==> src/rtl/pt_byte_packer_if.sv <==
`default_nettype none
// ============================================================================
// Module      : pt_byte_packer_if
// Description : Signal bundle for pt_byte_packer. It carries the serial
//               plaintext input (pt_in, pt_vld_in), the valid/ready byte
//               output (m_data, m_last, m_valid, m_ready) and the status
//               outputs (blk_done, frm_err, ovf, fifo_level).
//               modport master : the packer side (drives the byte bus)
//               modport slave  : the environment side (drives the bit stream
//                                and m_ready)
// Revision    : 1.0 - initial release
// ============================================================================
interface pt_byte_packer_if #(
  parameter int FIFO_DEPTH = 16
);
  localparam int c_LVL_W = $clog2(FIFO_DEPTH) + 1;

  logic               pt_in;
  logic               pt_vld_in;
  logic [7:0]         m_data;
  logic               m_last;
  logic               m_valid;
  logic               m_ready;
  logic               blk_done;
  logic               frm_err;
  logic               ovf;
  logic [c_LVL_W-1:0] fifo_level;

  modport master (
    input  pt_in, pt_vld_in, m_ready,
    output m_data, m_last, m_valid, blk_done, frm_err, ovf, fifo_level
  );

  modport slave (
    output pt_in, pt_vld_in, m_ready,
    input  m_data, m_last, m_valid, blk_done, frm_err, ovf, fifo_level
  );
endinterface
`default_nettype wire

==> src/rtl/pt_byte_packer.sv <==
`default_nettype none
// ============================================================================
// Module      : pt_byte_packer
// Description : Re-packs the serial AES plaintext stream into bytes and
//               queues them in a byte FIFO feeding a valid/ready interface.
//               Bytes are LSB-first on the wire; the 16th byte of each
//               128-bit block is tagged with m_last. Truncated blocks pulse
//               frm_err; bytes lost to a full FIFO set the sticky ovf flag.
// Ports       : clk, rst (sync, active-high)
//               bus.pt_in / bus.pt_vld_in    serial plaintext in
//               bus.m_data / m_last / m_valid / m_ready  byte out
//               bus.blk_done, bus.frm_err    one-cycle status pulses
//               bus.ovf                      sticky overflow
//               bus.fifo_level               FIFO occupancy
// Revision    : 1.0 - initial release
// ============================================================================
module pt_byte_packer #(
  parameter int FIFO_DEPTH = 16
) (
  input  logic             clk,
  input  logic             rst,
  pt_byte_packer_if.master bus
);
  localparam int                 c_PTR_W = $clog2(FIFO_DEPTH);
  localparam int                 c_LVL_W = c_PTR_W + 1;
  localparam logic [c_LVL_W-1:0] c_FULL  = c_LVL_W'(FIFO_DEPTH);

  logic [7:0]         r_sr;
  logic [6:0]         r_bit_cnt;
  logic [8:0]         r_mem [FIFO_DEPTH];
  logic [c_PTR_W-1:0] r_wr_ptr;
  logic [c_PTR_W-1:0] r_rd_ptr;
  logic [c_LVL_W-1:0] r_level;
  logic               r_ovf;
  logic               r_blk_done;
  logic               r_frm_err;

  logic [7:0]         w_byte;
  logic               w_byte_done;
  logic               w_last;
  logic               w_empty;
  logic               w_full;
  logic               w_rd;
  logic               w_wr;
  logic               w_drop;
  logic               w_trunc;

  // Completed byte: the current bit becomes the MSB, earlier bits shift down.
  assign w_byte      = {bus.pt_in, r_sr[7:1]};
  assign w_byte_done = bus.pt_vld_in && (r_bit_cnt[2:0] == 3'd7);
  assign w_last      = (r_bit_cnt == 7'd127);
  assign w_trunc     = !bus.pt_vld_in && (r_bit_cnt != 7'd0);

  assign w_empty = (r_level == '0);
  assign w_full  = (r_level == c_FULL);
  assign w_rd    = !w_empty && bus.m_ready;
  // A full FIFO still accepts the byte when the head leaves in the same cycle.
  assign w_wr    = w_byte_done && (!w_full || w_rd);
  assign w_drop  = w_byte_done && w_full && !w_rd;

  always_ff @(posedge clk) begin
    if (rst) begin
      r_sr       <= 8'h00;
      r_bit_cnt  <= 7'd0;
      r_wr_ptr   <= '0;
      r_rd_ptr   <= '0;
      r_level    <= '0;
      r_ovf      <= 1'b0;
      r_blk_done <= 1'b0;
      r_frm_err  <= 1'b0;
    end else begin
      r_blk_done <= bus.pt_vld_in && w_last;
      r_frm_err  <= w_trunc;

      if (bus.pt_vld_in) begin
        r_sr      <= w_byte;
        r_bit_cnt <= r_bit_cnt + 7'd1;
      end else if (w_trunc) begin
        r_sr      <= 8'h00;
        r_bit_cnt <= 7'd0;
      end

      if (w_wr) begin
        r_wr_ptr <= r_wr_ptr + 1'b1;
      end
      if (w_rd) begin
        r_rd_ptr <= r_rd_ptr + 1'b1;
      end

      case ({w_wr, w_rd})
        2'b10:   r_level <= r_level + 1'b1;
        2'b01:   r_level <= r_level - 1'b1;
        default: r_level <= r_level;
      endcase

      if (w_drop) begin
        r_ovf <= 1'b1;
      end
    end
  end

  // Storage needs no reset: outputs are masked while the FIFO is empty.
  always_ff @(posedge clk) begin
    if (w_wr) begin
      r_mem[r_wr_ptr] <= {w_last, w_byte};
    end
  end

  assign bus.m_valid    = !w_empty;
  assign bus.m_data     = w_empty ? 8'h00 : r_mem[r_rd_ptr][7:0];
  assign bus.m_last     = w_empty ? 1'b0  : r_mem[r_rd_ptr][8];
  assign bus.blk_done   = r_blk_done;
  assign bus.frm_err    = r_frm_err;
  assign bus.ovf        = r_ovf;
  assign bus.fifo_level = r_level;
endmodule
`default_nettype wire

==> src/flat_wrapper.sv <==
// flat-port wrapper written by rule: the top's interface ports become plain ports
module pt_byte_packer_flat 
#(
  parameter int FIFO_DEPTH = 16
)
  (clk, rst, bus_pt_in, bus_pt_vld_in, bus_m_ready, bus_m_data, bus_m_last, bus_m_valid, bus_blk_done, bus_frm_err, bus_ovf, bus_fifo_level);
  pt_byte_packer_if #(.FIFO_DEPTH(FIFO_DEPTH)) bus_i ();
  input  logic clk;
  input  logic rst;
  input wire logic [$bits(bus_i.pt_in)-1:0] bus_pt_in;
  input wire logic [$bits(bus_i.pt_vld_in)-1:0] bus_pt_vld_in;
  input wire logic [$bits(bus_i.m_ready)-1:0] bus_m_ready;
  output wire logic [$bits(bus_i.m_data)-1:0] bus_m_data;
  output wire logic [$bits(bus_i.m_last)-1:0] bus_m_last;
  output wire logic [$bits(bus_i.m_valid)-1:0] bus_m_valid;
  output wire logic [$bits(bus_i.blk_done)-1:0] bus_blk_done;
  output wire logic [$bits(bus_i.frm_err)-1:0] bus_frm_err;
  output wire logic [$bits(bus_i.ovf)-1:0] bus_ovf;
  output wire logic [$bits(bus_i.fifo_level)-1:0] bus_fifo_level;
  assign bus_i.pt_in = bus_pt_in;
  assign bus_i.pt_vld_in = bus_pt_vld_in;
  assign bus_i.m_ready = bus_m_ready;
  assign bus_m_data = bus_i.m_data;
  assign bus_m_last = bus_i.m_last;
  assign bus_m_valid = bus_i.m_valid;
  assign bus_blk_done = bus_i.blk_done;
  assign bus_frm_err = bus_i.frm_err;
  assign bus_ovf = bus_i.ovf;
  assign bus_fifo_level = bus_i.fifo_level;
  pt_byte_packer #(.FIFO_DEPTH(FIFO_DEPTH)) u_core (.clk(clk), .rst(rst), .bus(bus_i));
endmodule
==> config.mk <==
export PLATFORM = sky130hd
export DESIGN_NAME = pt_byte_packer_flat
export DESIGN_NICKNAME = d
export VERILOG_FILES = /design/src/rtl/pt_byte_packer_if.sv /design/src/rtl/pt_byte_packer.sv /design/src/flat_wrapper.sv
export SDC_FILE = /design/constraint.sdc
export NUM_CORES = 1
export LEC_CHECK = 0
export CAP_MARGIN = 5
export CORE_ASPECT_RATIO = 2
export CORE_MARGIN = 2
export CORE_UTILIZATION = 50
export DETAILED_ROUTE_END_ITERATION = 10
export PLACE_DENSITY_LB_ADDON = 0.15
export SYNTH_ARGS = -nofsm -noshare
export SYNTH_HDL_FRONTEND = slang
export SYNTH_SLANG_ARGS = --single-unit
==> constraint.sdc <==
create_clock -name clk -period 5.5 [get_ports clk]
set_input_delay 1.1 -clock clk [delete_from_list [all_inputs] [get_ports clk]]
set_output_delay 1.1 -clock clk [all_outputs]
set_load 0.05 [all_outputs]
# [After elaboration in Yosys (flattened, before gate mapping)]
# Memory sizes are Yosys's and may differ from the RTL's. A register that Yosys moved wholly into a read port is not among the register bits.
# Index checks and enable logic that the tools add are counted.
[word_totals] ff_bits=31 ramBits=144 in_bits=5 output_inout_bits=18 elab_cells=46 n_memories=1
[classes] n_addsub=5 eq_ne=5 mux=11 n_reduce_logical=16
[mem_list] memory="u_core.r_mem" depth=16 width=9 rd=1 rd_clocked_by_memory_dff=1 wr=1 line="pt_byte_packer.sv:30" text="logic [8:0] r_mem [FIFO_DEPTH];"
[ops] cell="8-bit two-way mux" count=3
[ops] cell="7-bit two-way mux" count=2
[ops] cell="5-bit case mux with 2 select lines" count=1
[ops] cell="4-bit by 1-bit adder with 4-bit output, second input constant" count=2
[ops] cell="4-bit two-way mux" count=2
[ops] cell="7-bit by 1-bit adder with 7-bit output, second input constant" count=1
[ops] cell="7-bit == test, second input constant" count=1
[ops] cell="1-bit logical AND" count=7
[ops] cell="7-bit nonzero test" count=1
[ops] cell="5-bit by 1-bit adder with 5-bit output, second input constant" count=1
[ops] cell="5-bit == test, second input constant" count=1
[ops] cell="5-bit zero test" count=1
[ops] cell="5-bit by 1-bit subtractor with 5-bit output, second input constant" count=1
[ops] cell="1-bit zero test" count=4
[ops] cell="2-bit nonzero test" count=2
[ops] cell="3-bit == test, second input constant" count=1
[ops] cell="1-bit two-way mux" count=3
[ops] cell="2-bit by 1-bit == test with 1-bit output, second input constant" count=1
[ops] cell="2-bit == test, second input constant" count=1
[ops] cell="1-bit logical OR" count=1

# [Longest topological paths before layout]
[logic_depth] depth_word=7 mapped_depth=9 depth_no_buf=9

# [Least setup slack after synthesis]
# No wires, ideal clock.
[synth_timing] path_kind="register to output" from="register u_core.r_level[1] (netlist: u_core.bus.fifo_level[1])" to="output bus_m_data[0]" t_arrival_ns=2.500 t_required_ns=4.400 setup_slack_ns=1.900 stages_incl_launch_ff=5 n_path_buf=0 cell_sequence="dfxtp_1 -> nor4_4 -> nand2b_1 -> nand2_1 -> o22ai_1"
[synth_via] elab_chain_cells=2
[synth_lines] item="from (decl)" line="pt_byte_packer.sv:33" text="logic [c_LVL_W-1:0] r_level;"
[synth_lines] item="from (signal assigned)" line="pt_byte_packer.sv:91" text="2'b10: r_level <= r_level + 1'b1;"
[synth_lines] item="from (signal assigned)" line="pt_byte_packer.sv:92" text="2'b01: r_level <= r_level - 1'b1;"
[synth_lines] item="from (signal assigned)" line="pt_byte_packer.sv:93" text="default: r_level <= r_level;"
[synth_lines] item="5-bit zero test" line="pt_byte_packer.sv:54" text="assign w_empty = (r_level == '0);"
[synth_lines] item="8-bit two-way mux" line="pt_byte_packer.sv:110" text="assign bus.m_data = w_empty ? 8'h00 : r_mem[r_rd_ptr][7:0];"
[synth_lines] item="to (decl)" line="flat_wrapper.sv:13" text="output wire logic [$bits(bus_i.m_data)-1:0] bus_m_data;"
# No other way between the ends.

==> summary.txt <==
Cells and area
  – Count of nets after finishing: 461
  – Share of post-route cells with drive strength above 1: 17.86%
  – Post-synthesis to final-layout area growth: 14.48%
  – Number of inserted diodes: 0
  – Most frequent standard cell in the layout excluding fill and tap cells: sky130_fd_sc_hd__edfxtp_1
  – Commonest non-fill, non-tap cells in the layout: sky130_fd_sc_hd__edfxtp_1, sky130_fd_sc_hd__mux4_2, sky130_fd_sc_hd__dfxtp_1, sky130_fd_sc_hd__nor2_1, sky130_fd_sc_hd__clkdlybuf4s50_1
  – Post-layout util: 58.53%

Floorplanning
  – Die boundary height: 172.5 µm
  – Initial Util: 51.13%
  – DIE WIDTH: 88.27 µm
  – FP Rows: 61
  – Core region area: 13890 µm²
  – Io pins: 23
  – Die footprint: 15230 µm²

Timing
  – Setup TNS Final: 0 ps
  – Post-route fraction of the period consumed by the critical path: 78.76%
  – Actual slew at the worst max-slew pin: 1103 ps
  – Total count of max-transition violations in the final report: 0
  – Final worst clock skew: 5.102 ps
  – Number of hold-slack violations in the final timing report: 0
  – Normalized max-slew margin: 26.17%
  – Setup repair after global routing missed its margin: false
  – Final min period: 4332 ps
  – Maximum clock frequency: 0.2308 GHz
  – Setup Viol. Count Final: 0

Yosys
  – Async set or reset register ratio after synthesis: 0%
  – Share of the synthesized area in the top cell type: 60.89%
  – Xor and xnor fraction of the mapped netlist area: 1.110%
  – Synthesized cell area: 7102 µm²
  – Adder and majority cell fraction of the synthesized area: 1.762%
  – Simple logic cell fraction of the synthesized area: 6.519%
  – Yosys warns: 0
  – Total of flip-flops plus latches after synthesis: 178
  – Top post-synthesis cells by area: sky130_fd_sc_hd__edfxtp_1, sky130_fd_sc_hd__mux4_2, sky130_fd_sc_hd__dfxtp_1
  – Largest area contributor in the netlist: sky130_fd_sc_hd__edfxtp_1
  – Post-synth EDFFs: 144
  – Average cell area after synthesis: 17.11 µm²
  – Compound-gate portion of the synthesized area: 3.770%
  – Combinational family with the most area after synthesis: multiplexers
  – Number of instances in the synthesized netlist: 415
  – Syn nets: 430
  – Portion of netlist area occupied by mux cells: 14.71%
  – Most common flop cell mapped by yosys: sky130_fd_sc_hd__edfxtp_1
  – Post-synthesis cell type count: 44
  – Sequential share of the synthesized area: 70.47%

Worst setup path
  – Register-to-register setup slack: 2590 ps
  – Master of the slowest instance on the critical path: sky130_fd_sc_hd__dfxtp_2
  – CP cell instances: buf_4 > mux4_2 > mux2i_1 > o22ai_1 > clkdlybuf4s50_1
  – Type of element capturing the critical path: output pin
  – Delay of the slowest cell on the worst path: 850 ps
  – CP Data Arrival Time: 3230 ps
  – Peak fanout along the critical path: 23
  – Startpoint types: register
  – Buffers & Inverters on Critical Path: 2
  – Cell family with most CP delay: buffers and inverters
  – Setup Crit Path Kind: register to output pin
  – CP Data Required Time: 4400 ps

Power
  – Standby leakage power: 2.584 nW
  – Max rail drop VDD: 0.3596 mV
  – Power density over the cells: 446.8 nW/µm²

Clock tree
  – H-tree levels: 4
  – Clk root buf: sky130_fd_sc_hd__clkbuf_16
  – Buffers inserted during post-CTS setup optimization: 0
  – Num CTS Buffers: 17
  – Post-CTS resize count: 0
  – TritonCTS clock tree: done
  – Worst-Skew Late Latency: 420 ps
  – Clock sink count: 178
  – Clock tree buffer depth: 2
  – Number of buffers added to fix hold violations after cts: 0
  – CTS clk-pin slew, worst paths: 60 ps

Placement
  – Routability Congestion: 0.8106
  – Buffers on Ports: 22
  – Post-detail-place hpwl: 9656 µm

Route
  – Mean number of vias per cell: 5.645
  – Number of detailed-route iterations in the first pass: 4
  – Post-Route WL: 14030 µm
  – Number of vias after detailed routing: 3658
  – Number of design-rule violations left by the first detailed-router iteration: 285
  – Number of remaining DRC errors: 0
  – Final antenna-violating net count: 0
  – Average wire length per cell after detail routing: 21.65 µm

Global route
  – Largest net degree at the start of global routing: 37
  – First-pass GRT wire length: 22020 µm
  – Total GRT Usage: 20.03%
  – Antenna violations before repair: 0
  – Overflow left after global routing: 0
  – Number of global-route vias before repair: 3912

Min path
  – Worst min-delay path category: register to register

Run status
  – Run status: finished, final reports clean

Run
  – Max-capacitance violation count: 0
==> through the flow <==
step | std cells | cell area [µm²] | hold slack, ps | setup WS [ps] | power (mW)
3_5_place_dp | 616 | 7550 | 445.2 | 1206 | 2.493
2_1_floorplan | 415 | 7102 | 462.7 | 1900 | 2.234
5_1_grt | 648 | 8130 | 495.0 | 919.8 | 3.782
4_1_cts | 648 | 8130 | 451.5 | 1090 | 3.673
3_3_place_gp | 616 | 7550 | 440.7 | 1317 | 2.486
6_report | 648 | 8130 | 449.9 | 1168 | 3.633
==> cell families after synthesis <==
kind of cell	Yosys count
flip-flops	178
multiplexers	59
AND/OR/NAND/NOR	89
AO/OA/AOI/OAI	41
buffers and inverters	29
adder cells (fa/ha/maj)	10
XOR/XNOR	9
==> worst register-to-register path, delay by kind of cell, from the launching register on <==
| kind | cells | cell delay, ps |
|---|---|---|
| compound gates | 1 | 470 |
| simple gates | 3 | 1250 |
| flops | 1 | 380 |
| fa+ha+maj | 2 | 420 |
==> report_power, final <==
group          switching, mW  total (mW)  internal, mW
sequential            0.0899        1.56          1.47
clock                  0.507        1.18         0.673
combinational          0.530       0.894         0.364
==> worst paths after layout <==
| kind | from | cells past startpoint | end |
|---|---|---|---|
| worst max-delay path | register | 5 | bus_m_data[7] |
| worst min-delay path | u_core.bus.ovf | 2 | u_core.bus.ovf |
| worst max register to register | u_core.r_bit_cnt[1] | 6 | u_core.r_mem[12][5] |
| worst min register to register | u_core.bus.ovf | 2 | u_core.bus.ovf |
==> routing by layer <==
layer | up-vias | global-route usage, % | routed length, µm
met5 | - | 0 | 0
met4 | 0 | 8.081 | 402
met3 | 27 | 4.391 | 454
met2 | 96 | 35.49 | 8042
met1 | 1854 | 22.73 | 5132
li1 | 1681 | - | -
==> flip-flops by register name, summed over array words and instances, names as in the netlist, named ones only <==
signal and cells:
u_core.r_sr 7, u_core.bus.fifo_level 5, u_core.r_wr_ptr 4, u_core.bus.frm_err 1, u_core.r_mem 144, u_core.r_bit_cnt 7
u_core.r_rd_ptr 4, u_core.bus.ovf 1, u_core.bus.blk_done 1
==> Yosys cell counts (4+ instances only) <==
master and count:
sky130_fd_sc_hd__nand2b_1 5, sky130_fd_sc_hd__ha_1 10, sky130_fd_sc_hd__mux4_2 36, sky130_fd_sc_hd__xor2_1 4, sky130_fd_sc_hd__nor2_1 27, sky130_fd_sc_hd__o22ai_1 9
sky130_fd_sc_hd__nand3_1 5, sky130_fd_sc_hd__mux2i_1 20, sky130_fd_sc_hd__xnor2_1 5, sky130_fd_sc_hd__buf_2 5, sky130_fd_sc_hd__nand3b_1 9, sky130_fd_sc_hd__dfxtp_1 34
sky130_fd_sc_hd__inv_1 9, sky130_fd_sc_hd__nand2_1 18, sky130_fd_sc_hd__edfxtp_1 144, sky130_fd_sc_hd__nor3_1 9, sky130_fd_sc_hd__clkbuf_1 12, sky130_fd_sc_hd__o21ai_0 4
sky130_fd_sc_hd__a21oi_1 15
==> final cells by class <==
class	instances	area (µm²)
multi-input combinational	208	1979
fill	1093	5761
tap	189	236.5
clock inverter	15	155.1
inverter	10	40.04
timing repair buffer	31	287.8
clock buffer	17	425.4
sequential	178	5006
No activity file was read; power rests on OpenSTA's default activity.
